<file path="config.mk">
export PLATFORM = sky130hd
export DESIGN_NAME = sdram_read_ctrl
export DESIGN_NICKNAME = d
export VERILOG_FILES = /design/src/rtl/sdram_read_ctrl.sv
export SDC_FILE = /design/constraint.sdc
export NUM_CORES = 1
export LEC_CHECK = 0
export BUFFER_PORTS_ARGS = -buffer_cell sky130_fd_sc_hd__buf_2
export CORE_MARGIN = 10
export CORE_UTILIZATION = 41
export DETAILED_ROUTE_END_ITERATION = 10
export PLACE_DENSITY = 0.77
export SETUP_SLACK_MARGIN = 0.1
export SYNTH_ARGS = -nofsm -noshare
export SYNTH_HDL_FRONTEND = slang
export SYNTH_SLANG_ARGS = --single-unit
</file>
<file path="constraint.sdc">
create_clock -name sys_clk -period 3.1 [get_ports sys_clk]
set_clock_uncertainty 0.05 [all_clocks]
set_input_delay 0.155 -clock sys_clk [delete_from_list [all_inputs] [get_ports sys_clk]]
set_output_delay 0.155 -clock sys_clk [all_outputs]
set_load 0.02 [all_outputs]
</file>
<file path="src/rtl/sdram_read_ctrl.sv">
`timescale 1ns/1ps
// -----------------------------------------------------------------------------
// sdram_read_ctrl
//
// Read-path engine of the SDRAM controller. Each request runs one
// full-page-mode burst read:
//   ACTIVE -> tRCD wait -> READ -> data/BURST STOP -> PRECHARGE -> tRP -> end.
// The SDRAM mode register is expected to be set for full-page burst with
// CAS latency CL_CLK. An upstream arbiter muxes cmd/bank/addr onto the pins.
//
// Parameters
//   TRCD_CLK  ACTIVE-to-READ delay in clocks (>= 1)
//   TRP_CLK   PRECHARGE recovery in clocks (>= 1)
//   CL_CLK    CAS latency in clocks (>= 1), must match the mode register
//
// Ports
//   sys_clk        controller clock (same as the SDRAM clock)
//   sys_rst_n      asynchronous active-low reset
//   init_end       SDRAM initialisation complete (level)
//   rd_en          read request level, held until rd_end
//   rd_addr        {bank[23:22], row[21:9], column[8:0]}, held until rd_end
//   rd_burst_len   words to read, 1..512 (0 is treated as 1), held until rd_end
//   rd_sdram_data  SDRAM DQ bus
//   rd_ack         rd_data_out carries a valid word this cycle
//   rd_end         one-cycle pulse when the burst sequence has finished
//   rd_sdram_cmd   {CS_n, RAS_n, CAS_n, WE_n}
//   rd_sdram_bank  bank address
//   rd_sdram_addr  address bus
//   rd_data_out    read word, 0 when rd_ack is low
// -----------------------------------------------------------------------------
module sdram_read_ctrl #(
  parameter int TRCD_CLK = 2,
  parameter int TRP_CLK  = 2,
  parameter int CL_CLK   = 3
) (
  input  logic        sys_clk,
  input  logic        sys_rst_n,
  input  logic        init_end,
  input  logic        rd_en,
  input  logic [23:0] rd_addr,
  input  logic [9:0]  rd_burst_len,
  input  logic [15:0] rd_sdram_data,
  output logic        rd_ack,
  output logic        rd_end,
  output logic [3:0]  rd_sdram_cmd,
  output logic [1:0]  rd_sdram_bank,
  output logic [12:0] rd_sdram_addr,
  output logic [15:0] rd_data_out
);

  localparam logic [3:0] CMD_NOP        = 4'b0111;
  localparam logic [3:0] CMD_ACTIVE     = 4'b0011;
  localparam logic [3:0] CMD_READ       = 4'b0101;
  localparam logic [3:0] CMD_BURST_STOP = 4'b0110;
  localparam logic [3:0] CMD_PRECHARGE  = 4'b0010;

  localparam logic [1:0]  BANK_IDLE = 2'b11;
  localparam logic [12:0] ADDR_IDLE = 13'h1FFF;
  localparam logic [12:0] ADDR_PALL = 13'h0400;  // A10 = 1: all banks

  // Counter must reach CL_CLK + 512 - 1 during the data phase.
  localparam int CNT_W = 11;
  localparam logic [CNT_W-1:0] TRCD_LAST = CNT_W'(TRCD_CLK - 1);
  localparam logic [CNT_W-1:0] TRP_LAST  = CNT_W'(TRP_CLK - 1);
  localparam logic [CNT_W-1:0] ACK_FIRST = CNT_W'(CL_CLK);
  localparam logic [CNT_W-1:0] CL_M2     = CNT_W'(CL_CLK - 2);

  typedef enum logic [2:0] {
    S_IDLE,
    S_ACTIVE,
    S_TRCD,
    S_READ,
    S_DATA,
    S_PRE,
    S_TRP,
    S_END
  } state_t;

  state_t            state;
  logic [CNT_W-1:0]  cnt;
  logic [15:0]       data_p0;

  logic [CNT_W-1:0]  burst_len;
  logic [CNT_W-1:0]  stop_cnt;
  logic [CNT_W-1:0]  data_last;

  // Effective burst length and the counter values derived from it.
  always_comb begin
    burst_len = (rd_burst_len == 10'd0) ? CNT_W'(1) : {1'b0, rd_burst_len};
    stop_cnt  = burst_len - CNT_W'(1);
    // The last word leaves the capture register in the counter slot
    // CL_CLK + L - 1. PRECHARGE is issued in that same slot (the word has
    // already been taken off DQ), so DATA hands over to PRE one count earlier
    // and PRE keeps rd_ack high for the final word.
    data_last = burst_len + CL_M2;
  end

  // ---------------------------------------------------------------------------
  // Control: state and shared wait/data counter
  // ---------------------------------------------------------------------------
  always_ff @(posedge sys_clk or negedge sys_rst_n) begin
    if (!sys_rst_n) begin
      state <= S_IDLE;
      cnt   <= '0;
    end else begin
      case (state)
        S_IDLE: begin
          cnt <= '0;
          if (init_end && rd_en) state <= S_ACTIVE;
        end
        S_ACTIVE: begin
          cnt   <= '0;
          state <= S_TRCD;
        end
        S_TRCD: begin
          if (cnt == TRCD_LAST) begin
            cnt   <= '0;
            state <= S_READ;
          end else begin
            cnt <= cnt + CNT_W'(1);
          end
        end
        S_READ: begin
          cnt   <= '0;
          state <= S_DATA;
        end
        S_DATA: begin
          cnt <= cnt + CNT_W'(1);
          if (cnt == data_last) state <= S_PRE;
        end
        S_PRE: begin
          cnt   <= '0;
          state <= S_TRP;
        end
        S_TRP: begin
          if (cnt == TRP_LAST) begin
            cnt   <= '0;
            state <= S_END;
          end else begin
            cnt <= cnt + CNT_W'(1);
          end
        end
        S_END: begin
          cnt   <= '0;
          state <= S_IDLE;
        end
        default: begin
          cnt   <= '0;
          state <= S_IDLE;
        end
      endcase
    end
  end

  // ---------------------------------------------------------------------------
  // Stage p0: DQ capture register, free-running every clock
  // ---------------------------------------------------------------------------
  always_ff @(posedge sys_clk or negedge sys_rst_n) begin
    if (!sys_rst_n) data_p0 <= '0;
    else            data_p0 <= rd_sdram_data;
  end

  // ---------------------------------------------------------------------------
  // Output decode from current state and counter
  // ---------------------------------------------------------------------------
  always_comb begin
    rd_sdram_cmd  = CMD_NOP;
    rd_sdram_bank = BANK_IDLE;
    rd_sdram_addr = ADDR_IDLE;
    rd_ack        = 1'b0;
    rd_end        = 1'b0;
    case (state)
      S_ACTIVE: begin
        rd_sdram_cmd  = CMD_ACTIVE;
        rd_sdram_bank = rd_addr[23:22];
        rd_sdram_addr = rd_addr[21:9];
      end
      S_READ: begin
        rd_sdram_cmd  = CMD_READ;
        rd_sdram_bank = rd_addr[23:22];
        rd_sdram_addr = {4'b0000, rd_addr[8:0]};
      end
      S_DATA: begin
        if (cnt == stop_cnt) rd_sdram_cmd = CMD_BURST_STOP;
        rd_ack = (cnt >= ACK_FIRST);
      end
      S_PRE: begin
        rd_sdram_cmd  = CMD_PRECHARGE;
        rd_sdram_addr = ADDR_PALL;
        rd_ack        = 1'b1;
      end
      S_END: begin
        rd_end = 1'b1;
      end
      default: begin
      end
    endcase
    rd_data_out = rd_ack ? data_p0 : 16'h0000;
  end

endmodule

</file>
==> results of run 1 <==
==> layout make-up <==
type | count | area share
Clock buffer | 6 | 0.0285
Clock inverter | 2 | 0.00432
Inverter | 9 | 0.0117
Multi-Input combinational cell | 197 | 0.446
Sequential cell | 30 | 0.259
Tap cell | 70 | 0.0302
Timing Repair Buffer | 109 | 0.220
==> layer usage <==
metal / global-route usage / wire length [um]
met5: 0 / 0
met4: 0.0514 / 98
met3: 0.0420 / 499
met2: 0.239 / 2960
met1: 0.156 / 2590
==> synth_stat cells (all sizes together) (5+ instances only) <==
cell,count,area (um2)
nor4,6,43.8
xor2,9,86.3
and2,18,113
nand2,24,90.1
nor3,5,25.0
a31oi,5,31.3
xnor2,13,114
a22oi,9,67.6
buf,6,47.5
ha,8,100
clkbuf,12,46.3
nor2,24,90.1
dfrtp,30,751
inv,9,33.8
nand3,8,40.0
o21ai,16,80.1
==> worst max path at each step <==
stage,startpoint,end,slack (ns),cells after the start
after global routing,rd_burst_len[6],rd_sdram_cmd[0],0.22,12
after floorplan,rd_burst_len[3],state[1]$_DFFE_PN0P_,0.52,9
after detailed placement,rd_burst_len[6],rd_sdram_cmd[0],0.41,10
final,rd_burst_len[6],rd_sdram_cmd[0],0.36,10
after CTS,rd_burst_len[6],rd_sdram_cmd[0],0.39,10
after global placement,rd_burst_len[6],rd_sdram_cmd[0],0.48,10
==> registers in the layout, indices dropped and copies added, names as in the netlist <==
register and cells:
cnt 11, state 3, data_p0 16
==> worst max-delay path, stage by stage <==
cell     delay (ns)
buf_2          0.13
nor4_1         0.29
buf_4          0.18
a31oi_1        0.12
ha_1           0.34
xnor2_1        0.15
or4_1          0.53
nor4_1         0.35
a21oi_1        0.12
buf_2          0.17
==> stage by stage <==
step	hold WS, ns	utilization	power [W]	area, um2
3_5_place_dp	0.179	0.515	0.00174	2630
4_1_cts	0.315	0.567	0.00209	2900
6_report	0.306	0.567	0.00207	2900
2_1_floorplan	-0.191	-	0.00137	2170
3_3_place_gp	0.169	0.515	0.00173	2630
5_1_grt	0.341	0.567	0.00225	2900
==> report_power, final <==
| part | switching, W | internal [W] | total (W) |
|---|---|---|---|
| registers | 0.0000836 | 0.000442 | 0.000526 |
| clock network | 0.000148 | 0.000178 | 0.000326 |
| logic | 0.000781 | 0.000440 | 0.00122 |
| total | 0.00101 | 0.00106 | 0.00207 |
==> cells by family after synthesis <==
group | after synthesis | share of synthesized area
AO/OA/AOI/OAI | 48 | 0.152
XOR/XNOR | 22 | 0.0923
adder cells (fa/ha/maj) | 8 | 0.0461
buffers and inverters | 27 | 0.0588
flip-flops | 30 | 0.346
multiplexers | 3 | 0.0144
other | 1 | 0.00173
AND/OR/NAND/NOR | 115 | 0.288
==> results.ini, run 1 <==
[synth]
synth_area_um2 = 2170
synth_edf_count = 0
synth_area_per_cell_um2 = 8.54
synthCells = 254
synth_ff_type = dfrtp_1
synthArstFlopShare = 1.00
yosys_warnings = 0
syn_nets = 316
yosysUniqueCellTypes = 56
ys_ff_latch = 30
yosysSeqAreaShare = 0.346

[min_path]
min_path_cells = 5
hold_start = rd_en
hold_end = state[2]$_DFFE_PN0P_
hp-class = in2reg

[setup_path]
worstPathArrival_ns = 2.54
crit_path_start_kind = input port
crit_type = in2out
required_ns = 2.89
rr_endpoint = state[1]$_DFFE_PN0P_
reg2reg_slack_ns = 0.52
r2r-start = cnt[7]$_DFF_PN0_
end_kind = output pin
worst-r2r-cell-count = 6
path_max_fanout = 7

[floorplanning]
die-area_um2 = 8600
die_height_um = 92.7
core_um2 = 5110
num_io_pins = 91
start_util = 0.425
die_w_um = 92.7
row_count = 26

[sta]
fin_crit_ns = 2.74
min_period_over_period = 0.884
fin_tns_setup_ns = 0
slew_headroom = 0.443
report.final.slew_viol_count = 0
tightest_slew_ns = 0.835
rsz0062_at_grt = no
max_freq_mhz = 365
setup_slack_ns = 0.359
setup_viol_count_final = 0
finalHoldViolCount = 0

[routing]
drc = 0
dr.pass1.iters = 4
drt.antenna.violating_nets = 0
wire_per_inst_um = 14.5
viasPerCell = 5.13
num_vias = 2170
initialDrtViolationCount = 127
wirelength_mm = 6.14

[power]
ir_drop_mv = 0.430
power_density_nw_per_um2 = 716
p_leak_nw = 1.38

[clock_network]
cts_max_path_buffers = 2
cts_buffers = 5
cts_tree = yes
cts_resized = 0
hold_buffers = 17
cts.sinks = 30
htree_levels = 2
path_clk_slew_ns = 0.06
insertion_delay_ns = 0.27
clock-root-buffer = clkbuf_8
post_cts_buffers = 0

[placed_design]
gp_congestion = 0.900
pre_cts_ws_ns = 0.414
dp_hpwl_mm = 4.79
place_inst = 398
portBuffers = 89

[global_route]
antenna_found_initial = 0
grt.overflow.total = 0
first_global_vias = 2150
grt_pass1_wl_mm = 9.97
track_usage = 0.138
grt_max_degree = 31

[final_layout]
multi_input_area_um2 = 1290
final_common_cell = buf_2
final_cell_mix = buf_2, dfrtp_1, nand2_1, nor2_1, and2_1
final_cells = 423
finalNetCount = 414
fill_cells = 476
antenna_cells = 0
drive_above_1_share = 0.300
synthToLayoutAreaGrowth_pct = 33.5
seq_area_um2 = 751

[outcome]
status = complete, no violations

[job]
cap_violations = 0

Note: power is estimated with default switching activity, not from simulation.
==> inputs of run 2 (changes only) <==
==> constraint.sdc (replaced) <==
create_clock -name sys_clk -period 3.1 [get_ports sys_clk]
set_clock_uncertainty 0.05 [all_clocks]
set_input_delay 0.62 -clock sys_clk [delete_from_list [all_inputs] [get_ports sys_clk]]
set_output_delay 0.62 -clock sys_clk [all_outputs]
set_load 0.02 [all_outputs]
==> run 2 against run 1 <==
Net effect:
- the flow now finishes with violations (setup timing)
- critical path type unchanged
- setup slack lost 0.65 ns
- final area grew 3.0%
- first-iteration DRC count shrank 24%
- critical endpoint unchanged
==> results.ini, run 2 (synthesis gave the netlist of run 1 again) <==
[floorplanning]
die_w_um = 92.7
core_um2 = 5110
row_count = 26
die-area_um2 = 8600
die_height_um = 92.7
start_util = 0.425
num_io_pins = 91

[final_layout]
final_common_cell = buf_2
regMostFlops = data_p0
seq_area_um2 = 751
synthToLayoutAreaGrowth_pct = 37.5
largest_register_ffs = 16
final_cell_mix = buf_2, dfrtp_1, nor2_1
fill_cells = 472
multi_input_area_um2 = 1340
largest_registers = data_p0 x16, cnt x11, state x3
antenna_cells = 0
finalNetCount = 416
drive_above_1_share = 0.369

[setup_path]
crit_type = in2out
end_kind = output pin
crit_path_start_kind = input port
path_max_fanout = 5
required_ns = 2.43
worstPathArrival_ns = 2.72

[routing]
routedLengthMet1_mm = 2.44
wl_met2_mm = 2.97
wire_per_inst_um = 14.4
wirelength_mm = 6.10
initialDrtViolationCount = 96
wl_met3_um = 590
highest_layer = met4
viasPerCell = 5.07
dr.pass1.iters = 4
num_vias = 2153
drc = 0
drt.antenna.violating_nets = 0

[power]
power.share.switching = 0.450
combPwrFrac = 0.561
ir_drop_mv = 0.370
p_int_w = 0.00124
pwr-share-seq = 0.224
p_switching_w = 0.00102
power_density_nw_per_um2 = 758
p_total_w = 0.00226
clockPowerShare = 0.216
p_leak_nw = 1.44

[outcome]
violations = setup timing
status = finished with violations

[sta]
setup_slack_ns = -0.290
fin_hold_ws_ns = 0.320
tightest_slew_ns = 0.841
min_period_over_period = 1.09
rsz0062_at_grt = yes
finalHoldViolCount = 0
slew_headroom = 0.439
setup_viol_count_final = 1
report.final.slew_viol_count = 0
fin_tns_setup_ns = -0.290
fin_crit_ns = 3.39
max_freq_mhz = 295

[placed_design]
gp_congestion = 0.841
dp_hpwl_mm = 4.99
portBuffers = 89

[clock_network]
path_clk_slew_ns = 0.06
insertion_delay_ns = 0.28
cts_buffers = 5
cts_tree = yes
htree_levels = 2
cts_max_path_buffers = 2
cts.sinks = 30
clock-root-buffer = clkbuf_8

[global_route]
antenna_found_initial = 0
grt_max_degree = 31
grt.overflow.total = 0
first_global_vias = 2065
track_usage = 0.136
grt_pass1_wl_mm = 9.80

[job]
cap_violations = 0

[min_path]
hp-class = in2async

==> run 2: cell count changes in the layout (fill, tap and decap cells not counted), sizes merged <==
cell and delta:
clkinvlp -1, buf +19, dlygate4sd3 -17, bufinv +2
clkinv -1
==> run 2: critical path, cell delays in order <==
cell	delay [ns]
buf_2	0.12
nor4_4	0.30
a31oi_2	0.15
ha_2	0.22
buf_6	0.12
nand2_2	0.05
xnor2_1	0.05
or4_1	0.54
nor4_2	0.30
a21oi_2	0.09
buf_4	0.16
==> run 2: worst paths after layout <==
check | start | end | slack (ns) | cells after the start
hold reg to reg | cnt[0]$_DFF_PN0_ | cnt[0]$_DFF_PN0_ | 0.53 | 1
hold / removal | sys_rst_n | data_p0[12]$_DFF_PN0_ | 0.32 | 1
min in group sys_clk | rd_sdram_data[4] | data_p0[4]$_DFF_PN0_ | 0.39 | 1
setup reg to reg | cnt[7]$_DFF_PN0_ | state[1]$_DFFE_PN0P_ | 0.49 | 6
setup / recovery | rd_burst_len[2] | rd_sdram_cmd[0] | -0.29 | 11
max in group asynchronous | sys_rst_n | data_p0[15]$_DFF_PN0_ | 2.25 | 1
==> run 2: per-stage QoR <==
stage | util | setup WS (ns) | instances | instance area, um2
floorplan | - | -0.130 | 254 | 2200
global placement | 0.547 | -0.222 | 416 | 2790
detailed placement | 0.547 | -0.297 | 416 | 2790
CTS | 0.577 | -0.248 | 424 | 2950
global route | 0.584 | -0.383 | 425 | 2980
finish | 0.584 | -0.290 | 425 | 2980
==> run 2: final cells by class <==
cell class / count / share of cell area
Clock inverter: 2 / 0.0201
Tap cell: 70 / 0.0294
Inverter: 9 / 0.0113
Timing Repair Buffer: 111 / 0.212
Clock buffer: 6 / 0.0277
Sequential cell: 30 / 0.252
Multi-Input combinational cell: 197 / 0.448
==> run 2: routing by layer <==
metal,track usage,vias up
li1,-,1078
met1,0.145,987
met2,0.238,78
met3,0.0589,10
met4,0.0450,0
met5,0,-
==> run 2: power by group through the flow <==
stage / combinational (W) / clock, W / sequential (W)
detailed placement: 0.00128 / 0 / 0.000513
global placement: 0.00125 / 0 / 0.000507
global route: 0.00141 / 0.000524 / 0.000515
finish: 0.00127 / 0.000488 / 0.000506
floorplan: 0.000894 / 0 / 0.000485
CTS: 0.00128 / 0.000499 / 0.000506
==> run 2: what timing repair did <==
action | in CTS | in global routing
pin swaps | 0 | 7
buffers inserted | 0 | 1
setup endpoints to repair | 1 | 1
resized for setup | 1 | 8
hold buffers | 0 | 0
==> inputs of run 3 (changes only) <==
--- a/config.mk
+++ b/config.mk
@@ -6,9 +6,10 @@
 export NUM_CORES = 1
 export LEC_CHECK = 0
 export BUFFER_PORTS_ARGS = -buffer_cell sky130_fd_sc_hd__buf_2
-export CORE_MARGIN = 10
+export CORE_MARGIN = 2
 export CORE_UTILIZATION = 41
 export DETAILED_ROUTE_END_ITERATION = 10
+export MAX_ROUTING_LAYER = met4
 export PLACE_DENSITY = 0.77
 export SETUP_SLACK_MARGIN = 0.1
 export SYNTH_ARGS = -nofsm -noshare
==> run 3 against run 2 <==
Net effect:
- the run still ends with setup timing left
- final area grew 0.55%
- first-iteration DRC count is 9.4% lower
- utilization is 0.32 points higher
- clock power hardly changed
- non-clock buffer count down 1
- fmax fell by 1.1%
- hold slack lost 0.011 ns
- register-to-register slack got worse by 0.02 ns
- via count fell by 0.51%
- routed wire length down 11%
- sequential power about the same
- largest cell class unchanged
- largest power group unchanged
- highest routed layer unchanged
==> results.ini, run 3 (synthesis gave the netlist of run 1 again) <==
[outcome]
status = finished with violations
violations = setup timing

[floorplanning]
die_height_um = 76.7
core_um2 = 5110
row_count = 26
start_util = 0.425
die_w_um = 76.7
num_io_pins = 91
die-area_um2 = 5890

[final_layout]
drive_above_1_share = 0.373
synthToLayoutAreaGrowth_pct = 38.3
final_cells = 424
final_common_cell = buf_2
finalNetCount = 415
final_area_um2 = 3000
regMostFlops = data_p0
fill_cells = 445
largest_register_ffs = 16
multi_input_area_um2 = 1360
largest_registers = data_p0 x16, cnt x11, state x3
final_cell_mix = buf_2, dfrtp_1, nor2_1
seq_area_um2 = 751
antenna_cells = 0

[setup_path]
required_ns = 2.43
r2r-start = cnt[7]$_DFF_PN0_
worstPathArrival_ns = 2.76
end_kind = output pin
path_max_fanout = 2
crit_type = in2out
startpoint = rd_burst_len[2]
crit_path_start_kind = input port

[sta]
report.final.slew_viol_count = 0
finalHoldViolCount = 0
setup_slack_ns = -0.326
fin_crit_ns = 3.43
tightest_slew_ns = 0.853
rsz0062_at_grt = yes
setup_viol_count_final = 1
slew_headroom = 0.432
max_freq_mhz = 292
min_period_over_period = 1.11

[routing]
drt.antenna.violating_nets = 0
initialDrtViolationCount = 87
viasPerCell = 5.05
wire_per_inst_um = 12.9
dr.pass1.iters = 4
num_vias = 2142
drc = 0
wirelength_mm = 5.46

[global_route]
first_global_vias = 2060
grt_pass1_wl_mm = 9.05
antenna_found_initial = 0
grt_max_degree = 31
grt.overflow.total = 0
track_usage = 0.187

[power]
pwr-share-seq = 0.223
p_int_w = 0.00125
combPwrFrac = 0.561
ir_drop_mv = 0.370
p_switching_w = 0.00101
clockPowerShare = 0.216
p_total_w = 0.00226
p_leak_nw = 1.44
power.share.switching = 0.446
power_density_nw_per_um2 = 752

[job]
cap_violations = 0

[clock_network]
htree_levels = 2
clock-root-buffer = clkbuf_8
hold_buffers = 0
path_clk_slew_ns = 0.06
insertion_delay_ns = 0.28
cts.sinks = 30
cts_buffers = 5
cts_max_path_buffers = 2
cts_tree = yes

[placed_design]
gp_congestion = 0.905
portBuffers = 89
place_inst = 415
dp_hpwl_mm = 4.12
place_area_um2 = 2790

[min_path]
hp-class = in2async

## run 3: cell types whose count changed in the layout (fill, tap and decap cells not counted)
cell	delta
xnor2_2	+1
nor4_4	+1
buf_6	+1
or4_4	+1
nor4_2	-1
buf_4	-2
xnor2_1	-1
or4_1	-1
## run 3: power by group through the flow
| stage | sequential [W] | clock (W) | combinational, W |
|---|---|---|---|
| 3_3_place_gp | 0.000507 | 0 | 0.00122 |
| 2_1_floorplan | 0.000485 | 0 | 0.000894 |
| 4_1_cts | 0.000502 | 0.000498 | 0.00125 |
| 3_5_place_dp | 0.000510 | 0 | 0.00125 |
| 5_1_grt | 0.000511 | 0.000512 | 0.00139 |
| 6_report | 0.000503 | 0.000487 | 0.00127 |
## run 3: repair_timing
item | CTS | global route
pin swaps | 0 | 7
resized for setup | 1 | 13
setup endpoints to repair | 1 | 1
setup buffers | 0 | 1
## run 3: path summary, 6_finish.rpt
check | depth (start not counted) | end | slack (ns)
hold reg to reg | 1 | cnt[0]$_DFF_PN0_ | 0.52
max in group asynchronous | 1 | cnt[4]$_DFF_PN0_ | 2.27
setup / recovery | 9 | rd_sdram_cmd[0] | -0.33
setup reg to reg | 6 | state[1]$_DFFE_PN0P_ | 0.47
min in group sys_clk | 1 | data_p0[11]$_DFF_PN0_ | 0.39
hold / removal | 1 | data_p0[11]$_DFF_PN0_ | 0.31
## run 3: layout make-up
class                           instances  share of cell area
Clock inverter                          2              0.0200
Tap cell                               70              0.0292
Multi-Input combinational cell        197               0.452
Clock buffer                            6              0.0275
Sequential cell                        30               0.250
Inverter                                9              0.0113
Timing Repair Buffer                  110               0.210
## run 3: stage by stage
step | setup TNS (ns) | hold slack [ns] | setup slack (ns) | util
final | -0.326 | 0.309 | -0.326 | 0.587
after global routing | -0.407 | 0.371 | -0.407 | 0.587
after CTS | -0.242 | 0.340 | -0.242 | 0.575
after detailed placement | -0.282 | 0.516 | -0.282 | 0.546
after global placement | -0.209 | 0.511 | -0.209 | 0.546
after floorplan | -0.130 | 0.274 | -0.130 | -
## run 3: metal layers
| layer | GRT usage | share of wire | vias up |
|---|---|---|---|
| met5 | - | 0 | - |
| met4 | 0.0436 | 0.014 | 0 |
| met3 | 0.0412 | 0.058 | 7 |
| met2 | 0.325 | 0.50 | 61 |
| met1 | 0.219 | 0.42 | 995 |
| li1 | - | - | 1079 |
## run 3: worst max-delay path, cell delays in order
cell     delay, ns
buf_2         0.12
nor4_4        0.33
a31oi_2       0.17
ha_2          0.32
xnor2_2       0.14
or4_4         0.55
nor4_4        0.27
a21oi_2       0.09
buf_6         0.14
